## src/rtl/onewire_pkg.sv

```systemverilog
// Shared op-codes, FSM states and slot timing constants for the 1-Wire pad master.
// Timing values are in microseconds, measured from the falling edge of a slot.
package onewire_pkg;

   localparam logic [1:0] OP_RESET = 2'd0;
   localparam logic [1:0] OP_WRITE = 2'd1;
   localparam logic [1:0] OP_READ  = 2'd2;
   localparam logic [1:0] OP_RSVD  = 2'd3;

   typedef enum logic [1:0] {StIdle, StLow, StRelease, StDone} state_t;

   localparam logic [9:0] T_RST_LOW    = 10'd480;
   localparam logic [9:0] T_RST_SAMPLE = 10'd550;
   localparam logic [9:0] T_RST_TOTAL  = 10'd960;
   localparam logic [9:0] T_W1_LOW     = 10'd6;
   localparam logic [9:0] T_W0_LOW     = 10'd60;
   localparam logic [9:0] T_RD_LOW     = 10'd6;
   localparam logic [9:0] T_RD_SAMPLE  = 10'd15;
   localparam logic [9:0] T_SLOT       = 10'd70;

   function automatic logic [9:0] low_us(input logic [1:0] op, input logic wbit);
      if (op == OP_RESET) return T_RST_LOW;
      if (op == OP_WRITE) return wbit ? T_W1_LOW : T_W0_LOW;
      return T_RD_LOW;
   endfunction

   function automatic logic [9:0] total_us(input logic [1:0] op);
      return (op == OP_RESET) ? T_RST_TOTAL : T_SLOT;
   endfunction

   function automatic logic [9:0] sample_us(input logic [1:0] op);
      return (op == OP_RESET) ? T_RST_SAMPLE : T_RD_SAMPLE;
   endfunction

endpackage

```

## src/rtl/onewire_pad_sync.sv

```systemverilog
// Two-flop synchronizer for the pad receive path, optionally followed by a 3-sample
// majority filter when ONEWIRE_GLITCH_FILTER_EN is defined. All flops reset to 1 (idle bus).
module onewire_pad_sync (
   input  logic clk,
   input  logic rstn,
   input  logic din,
   output logic dout
);

   logic [1:0] sync_q;

   always_ff @(posedge clk) begin
      if (!rstn) begin
         sync_q <= 2'b11;
      end else begin
         sync_q <= {sync_q[0], din};
      end
   end

`ifdef ONEWIRE_GLITCH_FILTER_EN
   logic [1:0] hist_q;
   logic       maj_q;

   // Only one of the three taps can hold a single-cycle glitch, so the vote rejects it.
   always_ff @(posedge clk) begin
      if (!rstn) begin
         hist_q <= 2'b11;
         maj_q  <= 1'b1;
      end else begin
         hist_q <= {hist_q[0], sync_q[1]};
         maj_q  <= (sync_q[1] & hist_q[0]) | (sync_q[1] & hist_q[1]) | (hist_q[0] & hist_q[1]);
      end
   end

   assign dout = maj_q;
`else
   assign dout = sync_q[1];
`endif

endmodule

```

## src/rtl/onewire_pad_master.sv

```systemverilog
// 1-Wire bit engine: one reset/presence, write-bit or read-bit slot per command.
// Build with ONEWIRE_GLITCH_FILTER_EN to add a majority filter on the receive path.
module onewire_pad_master
   import onewire_pkg::*;
#(
   parameter int unsigned CLKS_PER_US = 50
) (
   input  logic       CLK,
   input  logic       RSTN,
   input  logic       CMD_VALID,
   output logic       CMD_READY,
   input  logic [1:0] CMD_OP,
   input  logic       CMD_BIT,
   output logic       RSP_VALID,
   output logic       RSP_BIT,
   output logic       PAD_I,
   output logic       PAD_T,
   input  logic       PAD_O
);

   localparam int unsigned CW = $clog2(CLKS_PER_US);
   localparam logic [CW-1:0] CYC_LAST = CW'(CLKS_PER_US - 1);

   state_t        state_q;
   logic [CW-1:0] cyc_q;
   logic [9:0]    us_q;
   logic [1:0]    op_q;
   logic          bit_q;
   logic          sample_q;
   logic          ready_q;
   logic          rsp_valid_q;
   logic          rsp_bit_q;
   logic          pad_t_q;
   logic          bus;
   logic          low_end;
   logic          total_end;
   logic          sample_now;

   onewire_pad_sync u_sync (
      .clk  (CLK),
      .rstn (RSTN),
      .din  (PAD_O),
      .dout (bus)
   );

   // Phase boundaries are detected on the last cycle of the final microsecond.
   always_comb begin
      low_end    = (us_q == low_us(op_q, bit_q) - 10'd1) && (cyc_q == CYC_LAST);
      total_end  = (us_q == total_us(op_q) - 10'd1) && (cyc_q == CYC_LAST);
      sample_now = (us_q == sample_us(op_q)) && (cyc_q == '0);
   end

   always_ff @(posedge CLK) begin
      if (!RSTN) begin
         state_q     <= StIdle;
         cyc_q       <= '0;
         us_q        <= '0;
         op_q        <= OP_RESET;
         bit_q       <= 1'b0;
         sample_q    <= 1'b1;
         ready_q     <= 1'b1;
         rsp_valid_q <= 1'b0;
         rsp_bit_q   <= 1'b0;
         pad_t_q     <= 1'b1;
      end else begin
         // Registered outputs trail the state by one edge.
         pad_t_q     <= (state_q != StLow);
         rsp_valid_q <= (state_q == StDone);
         case (state_q)
            StIdle: begin
               if (CMD_VALID && ready_q) begin
                  op_q    <= CMD_OP;
                  bit_q   <= CMD_BIT;
                  cyc_q   <= '0;
                  us_q    <= '0;
                  ready_q <= 1'b0;
                  state_q <= (CMD_OP == OP_RSVD) ? StDone : StLow;
               end
            end
            StLow, StRelease: begin
               if (cyc_q == CYC_LAST) begin
                  cyc_q <= '0;
                  us_q  <= us_q + 10'd1;
               end else begin
                  cyc_q <= cyc_q + 1'b1;
               end
               if (sample_now) sample_q <= bus;
               if (state_q == StLow && low_end) state_q <= StRelease;
               if (state_q == StRelease && total_end) state_q <= StDone;
            end
            StDone: begin
               ready_q   <= 1'b1;
               rsp_bit_q <= (op_q == OP_RESET) ? ~sample_q :
                            (op_q == OP_READ)  ? sample_q  : 1'b0;
               state_q   <= StIdle;
            end
            default: state_q <= StIdle;
         endcase
      end
   end

   assign CMD_READY = ready_q;
   assign RSP_VALID = rsp_valid_q;
   assign RSP_BIT   = rsp_bit_q;
   assign PAD_T     = pad_t_q;
   assign PAD_I     = 1'b0;

endmodule
```

## config.mk

```make
export PLATFORM = sky130hd
export DESIGN_NAME = onewire_pad_master
export DESIGN_NICKNAME = d
export VERILOG_FILES = /design/src/rtl/onewire_pkg.sv /design/src/rtl/onewire_pad_sync.sv /design/src/rtl/onewire_pad_master.sv
export SDC_FILE = /design/constraint.sdc
export NUM_CORES = 1
export LEC_CHECK = 0
export CAP_MARGIN = 20
export CORE_MARGIN = 2
export CORE_UTILIZATION = 25
export DETAILED_ROUTE_END_ITERATION = 6
export PLACE_DENSITY_LB_ADDON = 0.3
export SLEW_MARGIN = 20
export SYNTH_ARGS = -nofsm -noshare
export SYNTH_HDL_FRONTEND = slang
export SYNTH_HIERARCHICAL = 1
export SYNTH_SLANG_ARGS = --single-unit
```

## constraint.sdc

```tcl
create_clock -name CLK -period 2.75 [get_ports CLK]
set_input_delay 0.55 -clock CLK [delete_from_list [all_inputs] [get_ports CLK]]
set_output_delay 0.55 -clock CLK [all_outputs]
set_load 0.01 [all_outputs]
```

==> Yosys cells after proc, flatten, opt, wreduce, memory -nomap -nowiden <==
Cells that the tools add are included.
{ "totals": {"regBits": 28, "inputBits": 7, "output_inout_bits": 5, "elab_cells": 73} }
{ "classes": {"n_addsub": 4, "n_eq_ne": 14, "muxes": 25, "n_bitwise": 1, "n_reduce_logical": 18} }
{ "ops": {"columns": ["operator", "n"], "rows": [
  ["$mux 10", 8],
  ["$eq 10x10->1", 3],
  ["$pmux 10 s2", 1],
  ["$sub 10x1->10 const B", 2],
  ["$mux 6", 3],
  ["$pmux 6 s2", 1],
  ["$add 10x1->10 const B", 1],
  ["$reduce_and 2->1", 5],
  ["$eq 2x2->1 const B", 4],
  ["$mux 2", 4],
  ["$add 6x1->6 const B", 1],
  ["$eq 6x6->1 const B", 1],
  ["$logic_and 1x1->1", 6],
  ["$logic_not 6->1", 1],
  ["$mux 1", 6],
  ["$pmux 2 s3", 1],
  ["$eq 2x1->1 const B", 2],
  ["$logic_not 2->1", 2],
  ["$ne 2x2->1 const B", 2],
  ["$reduce_bool 2->1", 2],
  ["$ne 3x3->1 const B", 1],
  ["$reduce_and 3->1", 1],
  ["$ne 2x1->1 const B", 1],
  ["$pmux 1 s2", 1],
  ["other kinds (2)", 2]
]} }

==> Logic depth before layout (Yosys ltp) <==
Gate-level depths: netlist of run 1.
{ "depth": {"ltp_word": 12, "mapped_depth": 8, "ltp_nobuf": 8} }

==> Cells and area by module <==
The synthesis of run 1 kept the hierarchy.
{ "by_module_without_submodules": {"columns": ["mod", "instances", "cells_per_inst", "area_per_inst_um2", "seq_area_each_um2"], "rows": [
  ["onewire_pad_master", 1, 170, 1450.1, 520.5],
  ["onewire_pad_sync", 1, 4, 52.6, 40.0]
]} }

==> Worst setup path after synthesis of run 1 <==
OpenSTA, ideal clock, no wires.
{ "synth_timing": {"kind": "flip-flop to flip-flop", "start": "reg state_q[1]", "end": "reg us_q[8]", "setup_ns": 0.072, "t_arrival_ns": 1.857, "required_time_ns": 2.678, "setup_slack_ns": 0.822, "path_stages_with_launch": 9, "n_path_buf": 0, "period_less_slack_ns": 1.928, "path_cell_list": "dfxtp_1 inv_1 ha_1 and2b_1 a31oi_2 nor2_4 nand4_1 or3_1 a21oi_1"} }
{ "synth_between": {"elab_chain_cells": 4, "word_cells_on_any_way": 9, "classes_between": "4 x eq/ne; 1 x mux; 4 x reduce/logical"} }
{ "synth_lines": {"columns": ["item", "line_no", "source"], "rows": [
  ["from (decl)", "onewire_pad_master.sv:24", "state_t state_q;"],
  ["from (signal assigned)", "onewire_pad_master.sv:55", "state_q <= StIdle;"],
  ["from (signal assigned)", "onewire_pad_master.sv:77", "state_q <= (CMD_OP == OP_RSVD) ? StDone : StLow;"],
  ["from (signal assigned)", "onewire_pad_master.sv:88", "if (state_q == StLow && low_end) state_q <= StRelease;"],
  ["$eq 2x1->1 / $eq 2x2->1 (equally long branches)", "onewire_pad_master.sv:69", "case (state_q)"],
  ["$reduce_or 2->1", "onewire_pad_master.sv:69", null],
  ["$ne 2x2->1 (no line) / $reduce_bool 2->1 (equally long branches)", null, null],
  ["$reduce_and 3->1 (no line)", null, null],
  ["to (signal assigned)", "onewire_pad_master.sv:83", "us_q <= us_q + 10'd1;"],
  ["to (decl)", "onewire_pad_master.sv:26", "logic [9:0] us_q;"]
]} }
Parallel ways exist; a longest one is shown, timed or not.
A chain may end at the register's enable or synchronous reset.

==> Worst setup path in the final report of run 1 <==
Same ends and word-level chain as after synthesis.

==> flow_metrics.tcl, run 1 <==
set metrics [dict create \
    dp_hpwl_mm 2.263 \
    synth_top_family_by_area "simple AND/OR/NAND/NOR gates" \
    ios 12 \
    synth-main-ff-cell "dfxtp_1" \
    grt_max_degree 17 \
    muxShareOfSynthArea_pct 4.663 \
    r2r-start "state_q[1]$_SDFFE_PN0P_" \
    clkTransAtPathRegs_ps 100 \
    wl_per_cell_um 11.72 \
    n_antenna_cell 0 \
    grt_pass1_vias 1133 \
    synth_compound_area_share_pct 12.41 \
    h-tree-depth 1 \
    clkSinkCount 28 \
    rsz0062_at_grt "no" \
    io_buffers 10 \
    max-slew-margin-rel_pct 59.36 \
    post_cts_resized 0 \
    clk_latency_ps 280 \
    cts_setup_buffers 0 \
    synthTopCellsByArea "dfxtp_1 (37%), ha_1 (6.7%), xor2_1 (5.8%), nor2_1 (5.2%), mux2i_1 (4.7%)" \
    setup_viol 0 \
    crit_slowest_cell "ha_1" \
    required_ps 2960 \
    drive_gt1_share_pct 6.522 \
    final_util_pct 29.70 \
    crit_start "state_q[1]$_SDFFE_PN0P_" \
    syn_area_per_cell_um2 8.636 \
    vias 1189 \
    numCtsBuffers 3 \
    cts_hold_buf 0 \
    synth.most_common_cell "dfxtp_1" \
    initial_core_util_pct 25.68 \
    fmaxAchievable_mhz 455.0 \
    finalCritPeriodShare_pct 79.92 \
    worst_slew_pin_slew_ps 605.5 \
    via_per_inst 4.591 \
    coreArea_mm2 0.005851 \
    dpl-instance-area_mm2 0.001667 \
    drtPass1Iterations 4 \
    arrival_ps 2410 \
    clockBufferDepth 2 \
    synth_edf_count 0 \
    synth_xor_area_share_pct 7.577 \
    die-area_mm2 0.006647 \
    nNetsFinal 200 \
    final_hold_viol_count 0 \
    cellLeakagePower_nw 0.6294 \
    yosys-top-cells-count "dfxtp_1 (28), nor2_1 (21), nand2_1 (18)" \
    grt_pass1_wl_mm 5.278 \
    ir_drop_mv 0.3528 \
    yosys.area.top_type_share_pct 37.30 \
    synth-simple-area-share_pct 27.14 \
    clock-root-buffer "clkbuf_8" \
    routed_wirelength_mm 3.036 \
    worstPathCellList "inv_1 > ha_1 > and2b_1 > a31oi_2 > nor2_4 > nand4_1 > or3_1 > a21oi_1" \
    synthAdderAreaFrac_pct 6.661 \
    worstHoldStart "u_sync/sync_q[0]$_SDFF_PN1_" \
    yosysUniqueCellTypes 46 \
    setup_tns_ps 0 \
    cts_tree "built" \
    post-route-cell-area_mm2 0.001738 \
    netlist_area_mm2 0.001503 \
    worst-path-buf-inv 1 \
    syn-num-nets 189 \
    synth_top_area_cell "dfxtp_1" \
    use_met3_pct 1.319 \
    antenna_found_initial 0 \
    slew_viol_final 0 \
    ys_seq_area_share_pct 37.30 \
    finClkSkew_ps 8.154 \
    gr-max-usage-layer "met2" \
    die_w_um 81.53 \
    critPathKind "reg -> reg" \
    drc 0 \
    rows 28 \
    yosys_warnings 6 \
    ys_seq_elements 28 \
    whs_ps 416.0 \
    synthCells 174 \
    drv_cap 0 \
    cp-end-kind "register" \
    critPathMaxStageDelay_ps 410 \
    area_growth_pct 15.65 \
    grt_overflow_total 0 \
    met2_usage_pct 17.30 \
    crit_fanout 7 \
    status "complete, no violations" \
    grt_usage_pct 10.09 \
    period_needed_ps 2198 \
    start_kind "register" \
    async_flop_share_pct 0 \
    die_h_um 81.53 \
    ant_nets 0 \
    pwr_density_cell_mw_per_mm2 752.8 \
    gp_congestion 0.7577 \
    hp-class "reg -> reg" \
    cp_top_family "simple AND/OR/NAND/NOR gates" \
    grt_use_met1_pct 13.15 \
    drt_iter0_markers 45 \
]
[logic make-up after synthesis]
kind of cell / Yosys count
other cells: 1
xor+xnor: 13
mux: 7
fa+ha+maj: 8
compound gates: 28
flops: 28
buf+inv: 12
simple gates: 77
[where the power goes]
part	internal, mW	total (mW)	switching, mW
sequential	0.452	0.501	0.0498
clock	0.195	0.328	0.133
combinational	0.196	0.479	0.283
[registers in the layout, summed over array words and instances (netlist names)]
register       flops
us_q              10
cyc_q              6
op_q               2
state_q            2
u_sync/sync_q      2
CMD_READY          1
PAD_T              1
RSP_BIT            1
RSP_VALID          1
bit_q              1
sample_q           1
[path summary, 6_finish.rpt]
| kind | to | slack, ps | cells after the start |
|---|---|---|---|
| worst max-delay path | us_q[8]$_SDFFE_PN0P_ | 550 | 8 |
| worst min-delay path | u_sync/sync_q[1]$_SDFF_PN1_ | 420 | 1 |
| worst max register to register | us_q[8]$_SDFFE_PN0P_ | 550 | 8 |
| worst min register to register | u_sync/sync_q[1]$_SDFF_PN1_ | 420 | 1 |
[layout by cell type (no fill, tap or decap), drive strengths merged, types with 5 or more instances in the layout]
master          n
nor2           22
nand3           5
nand2          18
clkdlybuf4s50  10
nand2b          5
mux2i           7
inv             8
ha              8
a21oi           9
dfxtp          28
xor2           10
o21ai           9
nand4           6
[worst register-to-register path, cell delays in order, from the launching register on]
cell	delay (ps)
dfxtp_1	360
inv_1	90
ha_1	410
and2b_1	200
a31oi_2	110
nor2_4	230
nand4_1	210
or3_1	390
a21oi_1	140
[per-stage QoR]
step	setup slack, ps	total power [mW]	std cells
2_1_floorplan	821.6	0.8664	174
3_3_place_gp	438.8	0.9949	255
3_5_place_dp	387.8	0.9868	255
4_1_cts	557.5	1.319	259
5_1_grt	391.8	1.403	259
6_report	552.2	1.308	259
[layout make-up]
type | instances | area [um2]
flip-flops and latches | 28 | 560.5
inverters | 8 | 30.03
repair buffers | 10 | 100.1
multi-input cells | 134 | 882.1
fillers | 617 | 4113
clock buffers | 3 | 41.29
clock inverters | 1 | 30.03
well taps | 75 | 93.84
[layer usage]
layer  vias up  part of all wire (%)  routed length (um)
met5         -                     0                   0
li1        624                     -                   -
met3         5                   2.2                  68
met2        21                    46                1399
met4         0                   1.2                  35
met1       539                    50                1533
Note: power is estimated with default switching activity, not from simulation.
==> run 2, diff against run 1 <==
- clock period: 2.75 -> 2.05 ns (I/O delays scaled with it)
==> run 2 against run 1 <==
  * Clock power fell by 8.2%
  * Utilization rose by 2.0 points
  * Worst hold slack got worse by 0.77 ps
  * Power rose by 39%
  * Non-clock buffer count rose by 17
  * First-iteration DRC count rose by 31%
  * Cell area rose by 6.8%
  * Fmax rose by 15%
  * Largest power group is now combinational cells
==> flow_metrics.tcl, run 2 (synthesized netlist as in run 1, its figures left out) <==
set metrics [dict create \
    whs_ps 415.2 \
    fmaxAchievable_mhz 522.1 \
    required_ps 2260 \
    final_hold_viol_count 0 \
    clk_latency_ps 270 \
    drtPass1Iterations 4 \
    p_sw_share_pct 36.79 \
    drc 0 \
    cellLeakagePower_nw 0.6997 \
    r2r-start "state_q[1]$_SDFFE_PN0P_" \
    slew_viol_final 0 \
    worst_slack_ps 134.6 \
    area_growth_pct 23.48 \
    die_w_um 81.53 \
    critPathMaxStageDelay_ps 380 \
    die-area_mm2 0.006647 \
    combPwrFrac_pct 46.4 \
    ant_nets 0 \
    critPathKind "reg -> reg" \
    status "complete, no violations" \
    worstPathCellList "inv_1 > ha_4 > and2b_1 > a31oi_2 > nor2_4 > nand4_1 > or3_1 > a21oi_1" \
    grt_pass1_vias 1172 \
    clkTransAtPathRegs_ps 90 \
    arrival_ps 2120 \
    initial_core_util_pct 25.68 \
    vias 1276 \
    crit_fanout 5 \
    finClkSkew_ps 2.305 \
    clkSinkCount 28 \
    antenna_found_initial 0 \
    period_needed_ps 1915 \
    seq_power_share_pct 37.0 \
    clock-root-buffer "clkbuf_8" \
    path_depth 8 \
    crit_start "state_q[1]$_SDFFE_PN0P_" \
    layout.cells.non_filler 275 \
    grt_max_degree 15 \
    p_int_mw 1.147 \
    io_buffers 10 \
    r2r-end "us_q[8]$_SDFFE_PN0P_" \
    rsz0062_at_grt "no" \
    numCtsBuffers 3 \
    nNetsFinal 217 \
    endpoint "us_q[8]$_SDFFE_PN0P_" \
    drive_gt1_share_pct 15.50 \
    dp_worst_setup_slack_ps 77.56 \
    dp_cells 272 \
    finalCritPeriodShare_pct 93.43 \
    grt_overflow_total 0 \
    via_per_inst 4.640 \
    worst-path-buf-inv 1 \
    ir_drop_mv 0.5361 \
    crit_slowest_cell "or3_1" \
    reg2regPathDepth 8 \
    cp-end-kind "register" \
    cts_hold_buf 0 \
    reg.largest.list "us_q: 10 flops, cyc_q: 6 flops" \
    wl_per_cell_um 12.12 \
    largest_register_ffs 10 \
    final_cell_mix "dfxtp_1 (27), nor2_1 (21), nand2_1 (18)" \
    dp_hpwl_mm 2.539 \
    power.share.clock_pct 16.6 \
    rows 28 \
    setup_tns_ps 0 \
    drv_cap 0 \
    switchingPower_mw 0.6674 \
    die_h_um 81.53 \
    ios 12 \
    h-tree-depth 1 \
    grt_usage_pct 10.74 \
    start_kind "register" \
    n_antenna_cell 0 \
    cts_tree "built" \
    worstHoldStart "u_sync/sync_q[0]$_SDFF_PN1_" \
    routed_wirelength_mm 3.334 \
    coreArea_mm2 0.005851 \
    cts_setup_buffers 0 \
    clockBufferDepth 2 \
    grt_pass1_wl_mm 5.533 \
    gp_congestion 0.8101 \
    cp_top_family "simple AND/OR/NAND/NOR gates" \
    pwr_density_cell_mw_per_mm2 977.6 \
    setup_viol 0 \
    hp-class "reg -> reg" \
    rrSetupSlack_ps 130 \
    regMostFlops "us_q" \
    final_common_cell "dfxtp_1" \
    drt_iter0_markers 59 \
]
## run 2: changes by cell type in the layout (fill, tap and decap cells not counted)
| cell | delta |
|---|---|
| ha_4 | +1 |
| nor4_1 | -1 |
| nor4_2 | +1 |
| bufinv_16 | -1 |
| buf_4 | +17 |
| dfxtp_1 | -1 |
| dfxtp_2 | +1 |
| ha_1 | -1 |
## run 2: routing by layer
layer	vias to the layer above	wire (um)	track usage (%)
met5	-	0	0
met4	0	23	2.542
met3	4	96	1.648
met2	20	1555	17.54
met1	595	1659	14.85
li1	657	-	-
## run 2: per-stage QoR
stage | utilization [%] | instance area, um2 | power (mW)
after floorplan | - | 1503 | 1.162
after CTS | 31.37 | 1836 | 1.788
after global routing | 31.72 | 1856 | 1.947
final | 31.72 | 1856 | 1.814
after detailed placement | 30.67 | 1794 | 1.477
after global placement | 30.67 | 1794 | 1.476
## run 2: worst reg2reg max path, cell delays in order, from the launching register on
cell	delay [ps]
dfxtp_1	370
inv_1	90
ha_4	300
and2b_1	160
a31oi_2	80
nor2_4	140
nand4_1	170
or3_1	380
a21oi_1	140
## run 2: what timing repair did
item                                   CTS  global route
setup endpoints to repair                0             7
gates resized for setup                  0             3
endpoints found under the hold margin    0             0
## run 2: worst min-delay path by stage
stage | to | slack (ps) | cells after the start
2_1_floorplan | u_sync/sync_q[1]$_SDFF_PN1_ | 390 | 1
3_3_place_gp | u_sync/sync_q[1]$_SDFF_PN1_ | 390 | 1
3_5_place_dp | u_sync/sync_q[1]$_SDFF_PN1_ | 400 | 1
4_1_cts | u_sync/sync_q[1]$_SDFF_PN1_ | 420 | 1
5_1_grt | u_sync/sync_q[1]$_SDFF_PN1_ | 430 | 1
6_report | u_sync/sync_q[1]$_SDFF_PN1_ | 420 | 1
## run 2: area by class of cell
class	count	area, um2
fillers	623	3995
clock buffers	3	41.29
well taps	75	93.84
inverters	8	30.03
multi-input cells	134	900.9
repair buffers	27	227.7
flip-flops and latches	28	561.8
## run 2: power by group through the flow
stage,Combinational [mW],Clock [mW],Sequential (mW)
2_1_floorplan,0.484,0,0.678
3_3_place_gp,0.795,0,0.681
3_5_place_dp,0.796,0,0.682
4_1_cts,0.804,0.316,0.669
5_1_grt,0.930,0.335,0.682
6_report,0.841,0.301,0.671
==> run 3, diff against run 2 <==
==> constraint.sdc (replaced) <==
create_clock -name CLK -period 1.55 [get_ports CLK]
set_input_delay 0.31 -clock CLK [delete_from_list [all_inputs] [get_ports CLK]]
set_output_delay 0.31 -clock CLK [all_outputs]
set_load 0.1 [all_outputs]
==> run 3 against run 2 <==
  * The run now ends with setup timing left
  * Cell area rose by 27%
  * Combinational power increased by 130%
  * Clock-buffer cell count rose by 1
  * Wire length grew 17%
  * Fmax is 8.0% higher
  * Via count grew 8.5%
  * Critical path depth stayed put
  * Critical path type unchanged
  * Final cell count is 12% higher
  * Sequential power increased by 37%
  * Power grew 82%
==> flow_metrics.tcl, run 3 (synthesized netlist as in run 1, its figures left out) <==
set metrics [dict create \
    dp_hpwl_mm 2.842 \
    cts_hold_buf 0 \
    critPathMaxStageDelay_ps 400 \
    ant_nets 0 \
    gp_congestion 0.8077 \
    slew_viol_final 0 \
    reg.largest.list "us_q: 10 flops, cyc_q: 6 flops" \
    rows 28 \
    period_needed_ps 1774 \
    hp-class "reg -> reg" \
    vias 1384 \
    initial_core_util_pct 25.68 \
    fmaxAchievable_mhz 563.7 \
    routed_wirelength_mm 3.889 \
    regMostFlops "us_q" \
    grt_usage_pct 13.13 \
    grt_max_degree 16 \
    setup_viol 19 \
    critPathKind "reg -> reg" \
    start_kind "register" \
    final_hold_viol_count 0 \
    area_growth_pct 57.29 \
    final_cell_mix "buf_4 (44), dfxtp_1 (20), nor2_1 (19)" \
    crit_slowest_cell "or3_1" \
    ios 12 \
    io_buffers 10 \
    worst_slack_ps -224.0 \
    cts_tree "built" \
    ir_drop_mv 1.063 \
    die_h_um 81.53 \
    drive_gt1_share_pct 44.21 \
    grt_overflow_total 0 \
    largest_register_ffs 10 \
    drtPass1Iterations 4 \
    clock-root-buffer "clkbuf_8" \
    status "finished with violations" \
    drc 0 \
    setup_tns_ps -2453 \
    grt_pass1_wl_mm 6.561 \
    antenna_found_initial 0 \
    wl_per_cell_um 12.63 \
    required_ps 1780 \
    cellLeakagePower_nw 0.9404 \
    clockBufferDepth 2 \
    cp-end-kind "register" \
    coreArea_mm2 0.005851 \
    drv_cap 0 \
    nNetsFinal 249 \
    pwr_density_cell_mw_per_mm2 1399 \
    worstPathCellList "inv_2 > ha_4 > and4bb_2 > a21oi_4 > nor2_4 > nand4_1 > or3_1 > a21oi_2" \
    via_per_inst 4.494 \
    grt_pass1_vias 1430 \
    violations "setup timing" \
    finalCritPeriodShare_pct 114.5 \
    whs_ps 418.1 \
    clk_latency_ps 280 \
    die_w_um 81.53 \
    n_antenna_cell 0 \
    rsz0062_at_grt "yes" \
    finClkSkew_ps 3.552 \
    crit_fanout 4 \
    drt_iter0_markers 32 \
    h-tree-depth 1 \
    numCtsBuffers 3 \
    final_common_cell "buf_4" \
    arrival_ps 2000 \
    die-area_mm2 0.006647 \
    clkTransAtPathRegs_ps 100 \
    clkSinkCount 28 \
]
run 3: path summary, 6_finish.rpt:
path                                             startpoint                          end  slack [ps]  depth (start not counted)
worst max-delay path                  cyc_q[1]$_SDFFE_PN0P_         us_q[6]$_SDFFE_PN0P_        -220                          8
worst max register to register        cyc_q[1]$_SDFFE_PN0P_         us_q[6]$_SDFFE_PN0P_        -220                          8
worst min register to register  u_sync/sync_q[0]$_SDFF_PN1_  u_sync/sync_q[1]$_SDFF_PN1_         420                          1
worst min-delay path            u_sync/sync_q[0]$_SDFF_PN1_  u_sync/sync_q[1]$_SDFF_PN1_         420                          1
run 3: routing by layer:
layer / vias to the layer above / GRT usage [%] / routed length, um
met3: 7 / 2.088 / 116
met5: - / 0 / 0
met4: 0 / 5.763 / 75
li1: 719 / - / -
met1: 637 / 17.08 / 1883
met2: 21 / 21.39 / 1813
run 3: what timing repair did:
action,in CTS,in global routing
setup endpoints to repair,19,22
pin swaps,14,10
buffers inserted,3,5
resized for setup,27,21
run 3: critical path: cells and delay by family (launching register included):
family,cells,cell delay (ps)
and+or+nand+nor,4,980
DFF,1,330
AOI/OAI and AO/OA,2,210
adders and majority gates,1,120
buffers and inverters,1,70
run 3: stage by stage:
stage | setup slack [ps] | util, % | total power [mW] | instances | area (um2)
2_1_floorplan | -226.2 | - | 1.768 | 174 | 1539
3_3_place_gp | -259.1 | 35.31 | 2.437 | 298 | 2066
3_5_place_dp | -289.7 | 35.31 | 2.440 | 298 | 2066
4_1_cts | -218.9 | 38.32 | 3.151 | 305 | 2242
5_1_grt | -310.7 | 40.40 | 3.509 | 308 | 2364
6_report | -224.0 | 40.40 | 3.306 | 308 | 2364
run 3: layout make-up:
class | count | area, um2
Inverter | 8 | 30.03
Tap cell | 75 | 93.84
Multi-Input combinational cell | 134 | 1082
Timing Repair Buffer | 59 | 526.8
Clock buffer | 4 | 55.05
Sequential cell | 28 | 575.6
Fill cell | 590 | 3487
run 3: report_power, final:
part	internal (mW)	switching (mW)
sequential	0.817	0.102
clock	0.228	0.245
combinational	0.952	0.960
total	2.00	1.31
==> edit 1, RTL diff (settings of run 3) <==
The 4 states of `state_t` get a Gray code encoding in 2 bits.
--- a/src/rtl/onewire_pkg.sv
+++ b/src/rtl/onewire_pkg.sv
@@ -9,3 +9,3 @@
 
-   typedef enum logic [1:0] {StIdle, StLow, StRelease, StDone} state_t;
+   typedef enum logic [1:0] {StIdle = 2'b00, StLow = 2'b01, StRelease = 2'b11, StDone = 2'b10} state_t;
 
Function: no difference found for any inputs over 10 cycles, from zero or initial values and one cycle with RSTN low; not proved beyond that.
==> edit 1 against run 3 <==
  * Worst setup slack better by 0.24 ns
  * Die area up 0.71%
  * Cell count down 1.9%
  * Sequential cell count unchanged
  * Wire length down 3.2%
  * Global-route usage down 1.0 points
  * Synthesized area up 0.75%
  * Critical path depth down 1
  * Design area down 9.4%
Power is not compared: it rests on default switching activity, and its combinational part moved more than twofold at a synthesized area within 25%.
==> edit 1: results (changes against run 3) <==
outcome=finished, final reports clean; layout cells sized above 1=30.4% (-14 points); Area after DPL=1960 sq um (-5.3%); crit-path max cell delay=0.37 ns (-0.03 ns); DPL Wire Length=2840 um (about the same); Worst Skew=0.00770 ns (+0.00415 ns); drt first pass iters=5 (+1); grt met1 use=16.9% (-0.20 points); drt wl/cell=12.5 um (-1.3%); nets=239 (-4.0%); pre-CTS WS=-0.442 ns (-0.152 ns); first-pass GRT wire length=6210 um (-5.3%); Mapped Nets=197 (+4.2%); Initial DRC Count=74 (+130%); Fillers=631 (+6.9%); grt met3 use=2.42% (+0.33 points); worst-path maximum fanout=8 (+4); Initial Utilization=25.7% (+0.038 points); post-synthesis adder-cell area fraction=3.31% (-3.4 points); Seq/Total Area, Yosys=37.0% (-0.28 points); GRT Util Overall=12.1% (-1.0 points); ranking of synthesized cells by area=dfxtp_1, nor2_1, nand2_1; R2R depth=7 (-1); Sw Pwr=around 0.00045 W; Synth top cells by count=dfxtp_1, nor2_1, nand2_1; vias in the first global route=1,334 (-6.7%); GPL Wtd Cong=0.813 (+0.67%); compound-gate portion of the synthesized area=11.3% (-1.1 points); largest net degree at the start of global routing=16 (unchanged); Crit-path slowest cell=dfxtp_2; cell family with most CP delay=compound AO/OA/AOI/OAI gates; DR vias/cell=4.58 (+1.9%); Synth cell types=39 (-15%); Clock Latency Late Sink=0.27 ns; mux share of post-synthesis cell area=2.64% (-2.0 points); xor-xnor portion of the synthesized cell area=5.79% (-1.8 points)
==> edit 1: final cells by class <==
class,count,area (sq um),area share [%]
multi-input cells,141,948,44.3
clock buffers,4,45.0,2.10
flip-flops and latches,28,573,26.8
well taps,75,93.8,4.38
inverters,3,13.8,0.643
repair buffers,51,467,21.8
==> edit 1: stage by stage <==
stage | cells | utilization (%)
3_3_place_gp | 291 | 33.2
3_5_place_dp | 291 | 33.2
2_1_floorplan | 186 | -
4_1_cts | 299 | 35.3
5_1_grt | 302 | 36.4
6_report | 302 | 36.4
==> edit 1: path summary, 6_finish.rpt <==
check / slack (ns) / start / to
setup reg to reg: 0.02 / cyc_q[1] / us_q[4]
setup / recovery: 0.02 / cyc_q[1] / us_q[4]
hold reg to reg: 0.43 / u_sync/sync_q[0] / u_sync/sync_q[1]
hold / removal: 0.43 / u_sync/sync_q[0] / u_sync/sync_q[1]
==> edit 1: per-layer routing <==
| layer | vias up | part of all wire [%] |
|---|---|---|
| li1 | 723 | - |
| met3 | 2 | 2.5 |
| met4 | 0 | 1.2 |
| met2 | 20 | 44 |
| met1 | 638 | 52 |
| met5 | - | 0 |
==> edit 1: power by group through the flow <==
stage / clock network, W / logic [W] / registers, W
3_5_place_dp: 0 / 0.000348 / 0.000782
3_3_place_gp: 0 / 0.000347 / 0.000782
2_1_floorplan: 0 / 0.000149 / 0.000825
5_1_grt: 0.000446 / 0.000434 / 0.000768
6_report: 0.000405 / 0.000400 / 0.000765
4_1_cts: 0.000423 / 0.000384 / 0.000764
==> edit 1: timing repair <==
action                                  4_1_cts  5_1_grt
endpoints found under the hold margin         0        0
buffers inserted                              4        3
endpoints found under the setup margin       15       12
pin swaps                                     4        9
resized for setup                            13       12
==> edit 2, RTL diff (flow settings as in run 3) <==
Made on the original files. The option `ONEWIRE_GLITCH_FILTER_EN` is turned on by a define.
--- a/src/rtl/onewire_pad_sync.sv
+++ b/src/rtl/onewire_pad_sync.sv
@@ -2,2 +2,4 @@
 // majority filter when ONEWIRE_GLITCH_FILTER_EN is defined. All flops reset to 1 (idle bus).
+`define ONEWIRE_GLITCH_FILTER_EN
+
 module onewire_pad_sync (
Function: same outputs for any inputs over 10 cycles, from zero or initial values and one cycle with RSTN low; that may be too few to reach the edited logic, so the function may still have changed.
==> edit 2 against run 3 <==
  * The run still ends with setup timing left
  * Sequential cell count is 3 higher
  * Synthesized area is 5.7% higher
  * Via count is 7.4% higher
  * Non-clock buffer count is 3 higher
  * Sequential power is 8.2% higher
  * Worst setup slack better by 0.0034 ns
  * Wire length is 0.62% higher
  * Design area is 6.8% higher
  * Total power is 13% higher
==> edit 2: results (changes against run 3) <==
Crit-path slowest cell=or3b_1; clk slew on worst S/H paths=0.07 ns (-0.03 ns); syn_area_per_cell=8.73 sq um (+1.1%); Worst Skew=0.00520 ns (+0.00165 ns); antenna fix cells=0 (unchanged); peak supply drop=1070 uV (+0.62%); Max Root-Sink Buffers=2 (unchanged); final setup fails=18 (-1); cts bufs inserted=5 (+2); Clock Latency Late Sink=0.28 ns (about the same); DR vias/cell=4.58 (+1.8%); failing checks=setup timing; pre-CTS WS=-0.267 ns (+0.0223 ns); layout cells sized above 1=41.5% (-2.7 points); drt wl/cell=12.0 um (-4.6%); fin worst setup slack=-0.221 ns (+0.00337 ns); GPL Wtd Cong=0.819 (+1.3%); Synth cell types=46 (unchanged); Seq/Total Area, Yosys=39.1% (+1.8 points); Synth top cells by count=dfxtp_1, nor2_1, nand2_1; ys async rst share=0% (unchanged); worst-path maximum fanout=5 (+1); crit-path max cell delay=0.38 ns (-0.02 ns); Post-Route WL=3910 um (+0.62%); Clock Tree Root=clkbuf_8; H-tree depth=2 (+1); Setup TNS Final=-1.97 ns (+0.479 ns); drt first pass iters=4 (unchanged); worst min path class=flip-flop to flip-flop; crit path from=op_q[1]; GRT Util Overall=12.1% (-1.0 points); ranking of synthesized cells by area=dfxtp_1, ha_1, xor2_1; Mapped Nets=197 (+4.2%); global route overflow=0 (unchanged); DPL Wire Length=2910 um (+2.4%); Leakage=1.01 nW (+7.4%); largest net degree at the start of global routing=12 (-4); initial antenna violation count=0 (unchanged); first-pass GRT wire length=6810 um (+3.8%); Area after DPL=2170 sq um (+5.0%); DP Cell Count=310 (+4.0%); nets=262 (+5.2%); CP arrival=1.95 ns (-0.05 ns); port bufs=10 (unchanged); cell family with most CP delay=simple AND/OR/NAND/NOR gates; Synth warnings=6 (unchanged); top flop regs=us_q: 10 flops, cyc_q: 6 flops; Synth Flop Type=dfxtp_1; Hold Crit Start=u_sync/sync_q[0]; Initial DRC Count=27 (-16%); outcome=finished with violations; vias in the first global route=1,520 (+6.3%)
edit 2: changes by cell type after synthesis, sizes merged:
cell	run 3	this run
nor2	22	23
nand2b	5	7
a21oi	9	10
o21ai	9	10
dfxtp	28	31
edit 2: final cells by class:
type | instances | area [sq um]
clock inverters | 2 | 37.5
well taps | 77 | 96.3
flip-flops and latches | 31 | 634
multi-input cells | 139 | 1080
clock buffers | 6 | 93.8
fillers | 623 | 3720
inverters | 8 | 30.0
repair buffers | 62 | 553
edit 2: worst paths after layout:
kind | depth (start not counted) | to | slack [ns]
worst max register to register | 6 | state_q[1] | -0.22
worst min register to register | 1 | u_sync/sync_q[1] | 0.42
worst max-delay path | 6 | state_q[1] | -0.22
worst min-delay path | 1 | u_sync/sync_q[1] | 0.42
edit 2: report_power, final:
group          total [W]  switching [W]  internal [W]  leakage, nW
sequential      0.000995      0.0000993      0.000895        0.255
clock           0.000894       0.000318      0.000576       0.0626
combinational    0.00186       0.000908      0.000947        0.693
total            0.00374        0.00133       0.00242         1.01
edit 2: cell families after synthesis:
group | after synthesis | share of synthesized area, %
other cells | 1 | 0.236
simple gates | 80 | 26.7
mux | 7 | 4.41
flops | 31 | 39.1
compound gates | 30 | 12.4
buf+inv | 12 | 3.78
fa+ha+maj | 8 | 6.30
xor+xnor | 13 | 7.17
edit 2: metal layers:
metal | vias up | global-route usage (%) | share of wire (%)
met1 | 685 | 13.7 | 44
met2 | 27 | 20.9 | 48
met4 | 0 | 6.01 | 3.6
li1 | 761 | - | -
met5 | - | 0 | 0
met3 | 14 | 3.17 | 3.7
edit 2: what timing repair did:
action,CTS,global route
gates resized for setup,32,8
endpoints found under the hold margin,0,0
pin swaps,20,10
buffers inserted,5,3
gates cloned,0,0
endpoints found under the setup margin,18,19
edit 2: stage by stage:
stage	hold WS [ns]	util [%]
finish	0.422	40.4
global placement	0.408	34.8
floorplan	0.372	-
CTS	0.425	39.6
global route	0.459	40.4
detailed placement	0.402	34.8
